[config.mk]
export PLATFORM = sky130hd
export DESIGN_NAME = regfile_dump_reader
export DESIGN_NICKNAME = d
export VERILOG_FILES = /design/src/rtl/rf_dbg_pkg.sv /design/src/rtl/regfile_dump_reader.sv
export SDC_FILE = /design/constraint.sdc
export NUM_CORES = 1
export LEC_CHECK = 0
export BUFFER_PORTS_ARGS = -buffer_cell sky130_fd_sc_hd__buf_2
export CELL_PAD_IN_SITES_DETAIL_PLACEMENT = 1
export CELL_PAD_IN_SITES_GLOBAL_PLACEMENT = 2
export CORE_MARGIN = 5
export CORE_UTILIZATION = 33
export CTS_CLUSTER_SIZE = 40
export DETAILED_ROUTE_END_ITERATION = 6
export PLACE_DENSITY = 0.87
export SLEW_MARGIN = 15
export SYNTH_ARGS = -nofsm -noshare
export SYNTH_HDL_FRONTEND = slang
export SYNTH_SLANG_ARGS = --single-unit
[constraint.sdc]
create_clock -name clk -period 2.98 [get_ports clk]
set_clock_uncertainty 0.1 [all_clocks]
set_input_delay 0.596 -clock clk [delete_from_list [all_inputs] [get_ports clk]]
set_output_delay 0.596 -clock clk [all_outputs]
set_load 0.01 [all_outputs]
[src/rtl/rf_dbg_pkg.sv]
// Shared definitions for the register-file debug dump path.
// Sizes are common with register_file; the beat struct is the unit streamed to the debug link.
package rf_dbg_pkg;

    localparam int NUM_REGS = 32;
    localparam int ADDR_W   = 5;
    localparam int DATA_W   = 32;

    typedef enum logic [1:0] {
        ST_IDLE = 2'd0,
        ST_READ = 2'd1,
        ST_SEND = 2'd2
    } dump_state_e;

    typedef struct packed {
        logic [ADDR_W-1:0] addr;
        logic [DATA_W-1:0] data;
        logic              last;
    } dump_beat_t;

endpackage

[src/rtl/regfile_dump_reader.sv]
// Debug master: borrows the rs1 read port, walks a (possibly wrapping) register range
// and streams (addr, data) beats over valid/ready with a running XOR checksum.
//
// state | meaning
// IDLE  | waiting for start_i; checksum holds the last dump's value
// READ  | rs1 port requested; capture rf data on grant
// SEND  | beat presented on dump_*; advance or finish on handshake
module regfile_dump_reader
    import rf_dbg_pkg::*;
#(
    parameter int NUM_REGS = rf_dbg_pkg::NUM_REGS,
    parameter int ADDR_W   = rf_dbg_pkg::ADDR_W,
    parameter int DATA_W   = rf_dbg_pkg::DATA_W
) (
    input  logic              clk,
    input  logic              reset_n,
    input  logic              start_i,
    input  logic              abort_i,
    input  logic [ADDR_W-1:0] first_addr_i,
    input  logic [ADDR_W-1:0] last_addr_i,
    output logic              busy_o,
    output logic              done_o,
    output logic              rf_rd_req_o,
    input  logic              rf_rd_gnt_i,
    output logic [ADDR_W-1:0] rf_rd_addr_o,
    input  logic [DATA_W-1:0] rf_rd_data_i,
    output logic              dump_valid_o,
    input  logic              dump_ready_i,
    output logic [ADDR_W-1:0] dump_addr_o,
    output logic [DATA_W-1:0] dump_data_o,
    output logic              dump_last_o,
    output logic [DATA_W-1:0] checksum_o
);

    dump_state_e       r_state;
    dump_state_e       w_state_nxt;
    logic [ADDR_W-1:0] r_cur_addr;
    logic [ADDR_W-1:0] r_end_addr;
    logic [DATA_W-1:0] r_checksum;
    dump_beat_t        r_beat;
    logic              r_done;

    logic              w_launch;
    logic              w_capture;
    logic              w_accept;
    logic              w_abort;
    logic [ADDR_W-1:0] w_cur_inc;

    // Explicit wrap keeps the walk modulo NUM_REGS even when it is not a power of two.
    assign w_cur_inc = (r_cur_addr == ADDR_W'(NUM_REGS - 1)) ? '0 : r_cur_addr + ADDR_W'(1);

    always_comb begin
        w_state_nxt = r_state;
        w_launch    = 1'b0;
        w_capture   = 1'b0;
        w_accept    = 1'b0;
        w_abort     = 1'b0;
        case (r_state)
            ST_IDLE: begin
                if (start_i && !abort_i) begin
                    w_launch    = 1'b1;
                    w_state_nxt = ST_READ;
                end
            end
            ST_READ: begin
                if (abort_i) begin
                    w_abort     = 1'b1;
                    w_state_nxt = ST_IDLE;
                end else if (rf_rd_gnt_i) begin
                    w_capture   = 1'b1;
                    w_state_nxt = ST_SEND;
                end
            end
            ST_SEND: begin
                if (abort_i) begin
                    w_abort     = 1'b1;
                    w_state_nxt = ST_IDLE;
                end else if (dump_ready_i) begin
                    w_accept    = 1'b1;
                    w_state_nxt = r_beat.last ? ST_IDLE : ST_READ;
                end
            end
            default: w_state_nxt = ST_IDLE;
        endcase
    end

    always_ff @(posedge clk or negedge reset_n) begin
        if (!reset_n) begin
            r_state    <= ST_IDLE;
            r_cur_addr <= '0;
            r_end_addr <= '0;
            r_checksum <= '0;
            r_beat     <= '0;
            r_done     <= 1'b0;
        end else begin
            r_state <= w_state_nxt;
            r_done  <= w_accept && r_beat.last;
            if (w_launch) begin
                r_cur_addr <= first_addr_i;
                r_end_addr <= last_addr_i;
                r_checksum <= '0;
            end
            if (w_capture) begin
                r_beat.addr <= r_cur_addr;
                r_beat.data <= rf_rd_data_i;
                r_beat.last <= (r_cur_addr == r_end_addr);
            end
            if (w_accept) begin
                r_checksum  <= r_checksum ^ r_beat.data;
                r_beat.last <= 1'b0;
                if (!r_beat.last) begin
                    r_cur_addr <= w_cur_inc;
                end
            end
            // Abort drops the beat without a handshake; checksum keeps its partial value.
            if (w_abort) begin
                r_beat.last <= 1'b0;
            end
        end
    end

    assign busy_o       = (r_state != ST_IDLE);
    assign done_o       = r_done;
    assign rf_rd_req_o  = (r_state == ST_READ) || (r_state == ST_SEND);
    assign rf_rd_addr_o = r_cur_addr;
    assign dump_valid_o = (r_state == ST_SEND);
    assign dump_addr_o  = r_beat.addr;
    assign dump_data_o  = r_beat.data;
    assign dump_last_o  = r_beat.last;
    assign checksum_o   = r_checksum;

endmodule

==> summary.md, run 1 <==
| Metric | Value |
|---|---|
| Fmax | `0.4479 GHz` |
| Syn nets | `382` |
| Mapped Area | `3642 sq um` |
| DIE AREA | `13240 sq um` |
| Detail Route Antenna Nets | `0` |
| Initial antenna violation count | `0` |
| Initial DRC Count | `114` |
| Gpl congestion | `0.7553` |
| CTS H-tree depth | `3` |
| RSZ-0062 raised after global routing | `no` |
| DP HPWL | `7187 um` |
| Crit Reg-Reg Endpoint | `checksum_o[2]` |
| CP required | `3140 ps` |
| Drt wl/cell | `16.36 um` |
| Setup crit end kind | `flip-flop` |
| Worst Max-Slew Pin Slew | `941.9 ps` |
| Slew Limit Fails | `0` |
| Slowest CP cell | `a21o_1` |
| Core ar. | `10840 sq um` |
| Number of I/O port buffers | `126` |
| Fin nets | `509` |
| Later-pin clock latency in the skew report | `340 ps` |
| Global Route Usage Sum | `14.76%` |
| Clk root buf | `clkbuf_8` |
| Asr flop ratio synth | `100.0%` |
| FF-to-FF path depth | `6` |
| Reg2Reg Setup Slack | `750 ps` |
| Vias in the first global route | `3071` |
| Largest net degree at the start of global routing | `43` |
| CTS tree | `yes` |
| Longest Clk Path Bufs | `2` |
| Tmin final | `2233 ps` |
| Initial core utilization | `33.60%` |
| DRC | `0` |
| Final core occ | `42.42%` |
| Via Count | `2920` |
| CP bufs+invs | `1` |
| Final period util | `74.93%` |
| I/O pins | `127` |
| Max incr delay on CP | `760 ps` |
| Yosys reg bits | `83` |
| CP arrival | `2390 ps` |
| Final setup vio count | `0` |
| Crit path kind | `flip-flop to flip-flop` |
| Ys Warns | `0` |
| Top Family by Delay on Critical Path | `compound AO/OA/AOI/OAI gates` |
| Cell Chain, Critical Path | `inv_1 -> ha_1 -> nand2_1 -> a21o_1 -> o21ai_0 -> o21ai_0` |
| Final worst slack | `747.2 ps` |
| Pre-antenna DRT Iters | `4` |
| Final Hold Fails | `0` |
| Most common cell on crit path | `o21ai_0` |
| Cell Rows | `38` |
| Cts bufs inserted | `9` |
| N_diodes | `0` |
| Clock-pin slew on the worst setup and hold paths | `80 ps` |
| Vias per inst | `4.875` |
| Worst min path class | `input port to async pin` |
| Synth Flop Type | `dfrtp_1` |
| Leak Pwr | `2.288 nW` |
| Avg Inst Size Synth | `11.10 sq um` |
| RR Startpoint | `r_state[0]` |
| Die height | `115.1 um` |
| PostCTS Resize Cnt | `0` |
| Fin area | `4598 sq um` |
| Peak VDD IR | `0.0004112 V` |
| Hold_buf cts | `0` |
| Crit start category | `flip-flop` |
| CP max FO | `32` |
| Worst setup slack after placement | `709.8 ps` |
| Outcome | `complete, no violations` |
| Max Cap Viol | `0` |
| Commonest non-fill, non-tap cell in the layout | `buf_2` |
| Post-CTS setup repair buffer count | `0` |
| Power Density | `1005 nW/um^2` |
| Area Overhead vs Synth | `26.25%` |
| Top-area cell type share of the netlist area | `57.03%` |
| Total grt overflow | `0` |
| Global-route wire length before repair | `15500 um` |
| Top post-synthesis cells by area | `dfrtp_1 57%, mux2_2 13%, o21ai_0 9.1%` |
| Chip width | `115.1 um` |
| Post-synth EDFFs | `0` |
| Synth unique cells | `32` |
| Final total power | `0.004621 W` |
| WL final | `9800 um` |
| Total clock sinks | `83` |
| Area of placed instances | `4437 sq um` |
| Max_slew headroom | `37.21%` |
| Sequential area share after synthesis | `57.03%` |
| Layout cells sized above 1 | `41.83%` |
| Fin Setup TNS | `0 ps` |
| Commonest non-fill, non-tap cells in the layout | `125 x buf_2, 83 x dfrtp_1, 66 x o21ai_0, 42 x mux2_2, 39 x nand2_1` |
| Syn Inst Count | `328` |
| Cell accounting for the most synthesized area | `dfrtp_1` |
==> power breakdown <==
group / total (W) / internal, W / switching, W
Sequential: 0.00216 / 0.00166 / 0.000503
Clock: 0.000701 / 0.000321 / 0.000380
Combinational: 0.00176 / 0.000847 / 0.000911
Total: 0.00462 / 0.00283 / 0.00179
==> logic make-up after synthesis <==
group,share of synthesized area [%]
and+or+nand+nor,11.78
DFF,57.03
AOI/OAI and AO/OA,11.13
muxes,14.08
buffers and inverters,2.714
adders and majority gates,2.061
xor gates and xnor gates,1.203
==> how the worst max path moves through the flow <==
| stage | startpoint | endpoint | slack (ps) | cells past startpoint |
|---|---|---|---|---|
| 6_report | r_state[0] | checksum_o[2] | 750 | 6 |
| 5_1_grt | r_state[0] | checksum_o[19] | 510 | 6 |
| 4_1_cts | r_state[0] | checksum_o[22] | 690 | 6 |
| 3_5_place_dp | r_state[0] | checksum_o[22] | 710 | 6 |
| 3_3_place_gp | abort_i | dump_data_o[2] | 830 | 4 |
| 2_1_floorplan | abort_i | dump_last_o | 1290 | 6 |
==> flip-flops by register name, indices dropped and copies added, names as in the netlist <==
name	count
checksum_o	32
done_o	1
dump_addr_o	5
dump_data_o	32
dump_last_o	1
r_end_addr	5
r_state	2
rf_rd_addr_o	5
==> layer usage <==
| layer | vias up | wire length [um] | global-route usage (%) |
|---|---|---|---|
| li1 | 1381 | - | - |
| met1 | 1446 | 4295 | 18.61 |
| met2 | 85 | 4811 | 25.23 |
| met3 | 8 | 606 | 3.579 |
| met4 | 0 | 86 | 4.225 |
| met5 | - | 0 | 0 |
==> cells in the mapped netlist (2+ instances only) <==
library cell and count:
xor2_1 2, buf_2 10, mux2_2 42, xnor2_1 3, nand2_1 39, dfrtp_1 83, or3b_2 2, clkbuf_1 3
nand3_1 2, o21ai_0 66, a22oi_1 2, inv_1 4, ha_1 6, nand3b_1 4, nor2_1 35, a21oi_1 3
buf_6 2, mux2i_1 4, nand2b_1 3
==> stage by stage <==
stage	hold slack, ps	instances
finish	143.2	599
global route	173.5	599
CTS	154.5	599
detailed placement	371.9	584
global placement	362.4	584
floorplan	200.4	328
==> area by class of cell <==
class                      instances  area, sq um
fill                            1255         6242
multi-input combinational        226         1474
tap                              140        175.2
clock inverter                     2        12.51
timing repair buffer             131        695.7
clock buffer                      13        148.9
inverter                           4        15.01
sequential                        83         2077
Power figures use the tool's default switching activity.
==> run 2, diff against run 1 <==
- ABC_AREA: not set -> 1
- CORE_UTILIZATION: 33 -> 26
- PLACE_DENSITY: 0.87 -> 0.77
- clock period: 2.98 -> 2 ns (I/O delays scaled with it)
==> summary.md, run 2 <==
| Metric | Value |
|---|---|
| Fin area | `4887 sq um (was 4598 sq um)` |
| Peak VDD IR | `0.0005177 V (was 0.0004112 V)` |
| Outcome | `complete, no violations (unchanged)` |
| WL final | `10550 um (was 9800 um)` |
| Max_slew headroom | `75.95% (was 37.21%)` |
| Core ar. | `14370 sq um (was 10840 sq um)` |
| Number of I/O port buffers | `126 (unchanged)` |
| Drt wl/cell | `14.75 um (was 16.36 um)` |
| Final period util | `90.82%` |
| DIE AREA | `16940 sq um (was 13240 sq um)` |
| Later-pin clock latency in the skew report | `330 ps (was 340 ps)` |
| Power Density | `1566 nW/um^2 (was 1005 nW/um^2)` |
| Worst Max-Slew Pin Slew | `360.7 ps (was 941.9 ps)` |
| Syn nets | `456 (was 382)` |
| Slew Limit Fails | `0 (unchanged)` |
| CP max FO | `4 (was 32)` |
| Layout cells sized above 1 | `29.38% (was 41.83%)` |
| PostCTS Resize Cnt | `0 (unchanged)` |
| Hold_buf cts | `1 (was 0)` |
| Synth Flop Type | `dfrtp_1 (unchanged)` |
| I/O pins | `127 (unchanged)` |
| Vias per inst | `4.373 (was 4.875)` |
| Yosys reg bits | `83 (unchanged)` |
| Chip width | `130.2 um (was 115.1 um)` |
| Setup crit end kind | `output port (was flip-flop)` |
| Longest Clk Path Bufs | `2 (unchanged)` |
| DP HPWL | `7716 um (was 7187 um)` |
| Asr flop ratio synth | `100.0% (unchanged)` |
| Commonest non-fill, non-tap cells in the layout | `132 x nand2_1, 125 x buf_2, 83 x dfrtp_1, 36 x nand3_1, 33 x xnor2_1 (was 125 x buf_2, 83 x dfrtp_1, 66 x o21ai_0, 42 x mux2_2, 39 x nand2_1)` |
| Post-CTS setup repair buffer count | `0 (unchanged)` |
| Pre-antenna DRT Iters | `4 (unchanged)` |
| Fin Setup TNS | `0 ps (unchanged)` |
| Mapped Area | `3754 sq um (was 3642 sq um)` |
| Top-count cell post-synth | `nand2_1 (was dfrtp_1)` |
| CTS tree | `yes (unchanged)` |
| Top post-synthesis cells by area | `dfrtp_1 55%, nand2_1 13%, xnor2_1 7.7% (was dfrtp_1 57%, mux2_2 13%, o21ai_0 9.1%)` |
| Initial DRC Count | `159 (was 114)` |
| CP arrival | `1320 ps (was 2390 ps)` |
| Clk root buf | `clkbuf_16 (was clkbuf_8)` |
| Sequential area share after synthesis | `55.33% (was 57.03%)` |
| Worst Hold Slack | `156.6 ps (was 143.2 ps)` |
| N_diodes | `0 (unchanged)` |
| Initial antenna violation count | `0 (unchanged)` |
| CP required | `1500 ps (was 3140 ps)` |
| Synth unique cells | `24 (was 32)` |
| Top post-synthesis cells by count | `132 x nand2_1, 83 x dfrtp_1, 36 x nand3_1, 33 x xnor2_1 (was 83 x dfrtp_1, 66 x o21ai_0, 42 x mux2_2, 39 x nand2_1, 35 x nor2_1)` |
| Global-route wire length before repair | `17530 um (was 15500 um)` |
| Die height | `130.2 um (was 115.1 um)` |
| RSZ-0062 raised after global routing | `no (unchanged)` |
| Placed Cells | `700 (was 584)` |
| Cts bufs inserted | `9 (unchanged)` |
| Crit path kind | `flip-flop to output port (was flip-flop to flip-flop)` |
| Top-area cell type share of the netlist area | `55.33% (was 57.03%)` |
| Post-synth EDFFs | `0 (unchanged)` |
| CTS H-tree depth | `3 (unchanged)` |
| Syn Inst Count | `402 (was 328)` |
| Via Count | `3127 (was 2920)` |
| Detail Route Antenna Nets | `0 (unchanged)` |
| Cell Rows | `44 (was 38)` |
| Ys Warns | `0 (unchanged)` |
| Area of placed instances | `4594 sq um (was 4437 sq um)` |
| Fin nets | `582 (was 509)` |
| Initial core utilization | `26.12% (was 33.60%)` |
| Total clock sinks | `83 (unchanged)` |
| Largest net degree at the start of global routing | `51 (was 43)` |
| DRC | `0 (unchanged)` |
| Final non-filler cell total | `715 (was 599)` |
| Area Overhead vs Synth | `30.20% (was 26.25%)` |
| Clock-pin slew on the worst setup and hold paths | `60 ps (was 80 ps)` |
| Global Route Usage Sum | `13.13% (was 14.76%)` |
| Final core occ | `34.01% (was 42.42%)` |
| Tmin final | `1816 ps` |
| Leak Pwr | `2.535 nW (was 2.288 nW)` |
| Crit start category | `flip-flop (unchanged)` |
| Gpl congestion | `0.7758 (was 0.7553)` |
| Total grt overflow | `0 (unchanged)` |
| Fmax | `0.5505 GHz` |
| Final setup vio count | `0 (unchanged)` |
| Cell accounting for the most synthesized area | `dfrtp_1 (unchanged)` |
| Max Cap Viol | `0 (unchanged)` |
| Commonest non-fill, non-tap cell in the layout | `nand2_1 (was buf_2)` |
| Vias in the first global route | `3334 (was 3071)` |
| Avg Inst Size Synth | `9.337 sq um (was 11.10 sq um)` |
| Final Hold Fails | `0 (unchanged)` |
| Worst min path class | `input port to flip-flop (was input port to async pin)` |
[run 2: changes by cell type in the layout (fill, tap and decap cells not counted), moves of 4 or more]
cell and delta:
clkbuf_16 +9, o211ai_1 +5, o21ai_0 -44, o21ai_1 +21
inv_1 +12, mux2_2 -41, nand3_1 +34, nand2_1 +93
mux2i_1 -4, clkbuf_8 -9, nor2_1 -25, xnor2_1 +30
[run 2: critical path, cell delays in order (launching register included)]
cell and delay, ps:
dfrtp_1 420, inv_1 100, ha_1 260, inv_1 70, buf_2 140
[run 2: worst paths after layout]
check | start | endpoint | slack [ps] | cells after the start
hold reg to reg | dump_addr_o[4] | dump_addr_o[4] | 390 | 2
min in group asynchronous | reset_n | checksum_o[0] | 400 | 2
max in group asynchronous | reset_n | checksum_o[16] | 880 | 3
hold / removal | rf_rd_data_i[16] | dump_data_o[16] | 160 | 3
setup / recovery | r_state[0] | busy_o | 180 | 4
setup reg to reg | r_state[0] | checksum_o[8] | 220 | 6
[run 2: area by class of cell]
| type | count | area, sq um |
|---|---|---|
| well taps | 184 | 230.2 |
| clock inverters | 3 | 40.04 |
| clock buffers | 11 | 242.7 |
| flip-flops and latches | 83 | 2077 |
| multi-input cells | 281 | 1465 |
| repair buffers | 134 | 758.2 |
| inverters | 19 | 73.82 |
| fillers | 1699 | 9482 |
[run 2: report_power, final]
part | total (W) | switching, W | internal, W
logic | 0.00291 | 0.00155 | 0.00136
clock network | 0.00162 | 0.000637 | 0.000983
registers | 0.00312 | 0.000731 | 0.00239
total | 0.00765 | 0.00292 | 0.00474
[run 2: metrics by stage]
step | total power [W] | setup WS (ps)
final | 0.007654 | 183.6
after global routing | 0.008330 | 71.80
after CTS | 0.007832 | 163.7
after detailed placement | 0.006136 | 203.8
after global placement | 0.006043 | 302.0
after floorplan | 0.004843 | 517.7
[run 2: cells by family after synthesis]
logic type / synth area share, %
flops: 55.33
buf+inv: 5.634
compound gates: 7.867
mux: 0.3000
simple gates: 21.17
xor+xnor: 7.700
fa+ha+maj: 2.000
[run 2: layer usage]
metal | up-vias | wire [um] | GRT usage, %
li1 | 1542 | - | -
met1 | 1489 | 4670 | 16.70
met2 | 86 | 5024 | 21.54
met3 | 10 | 710 | 4.011
met4 | 0 | 142 | 3.851
met5 | - | 0 | 0
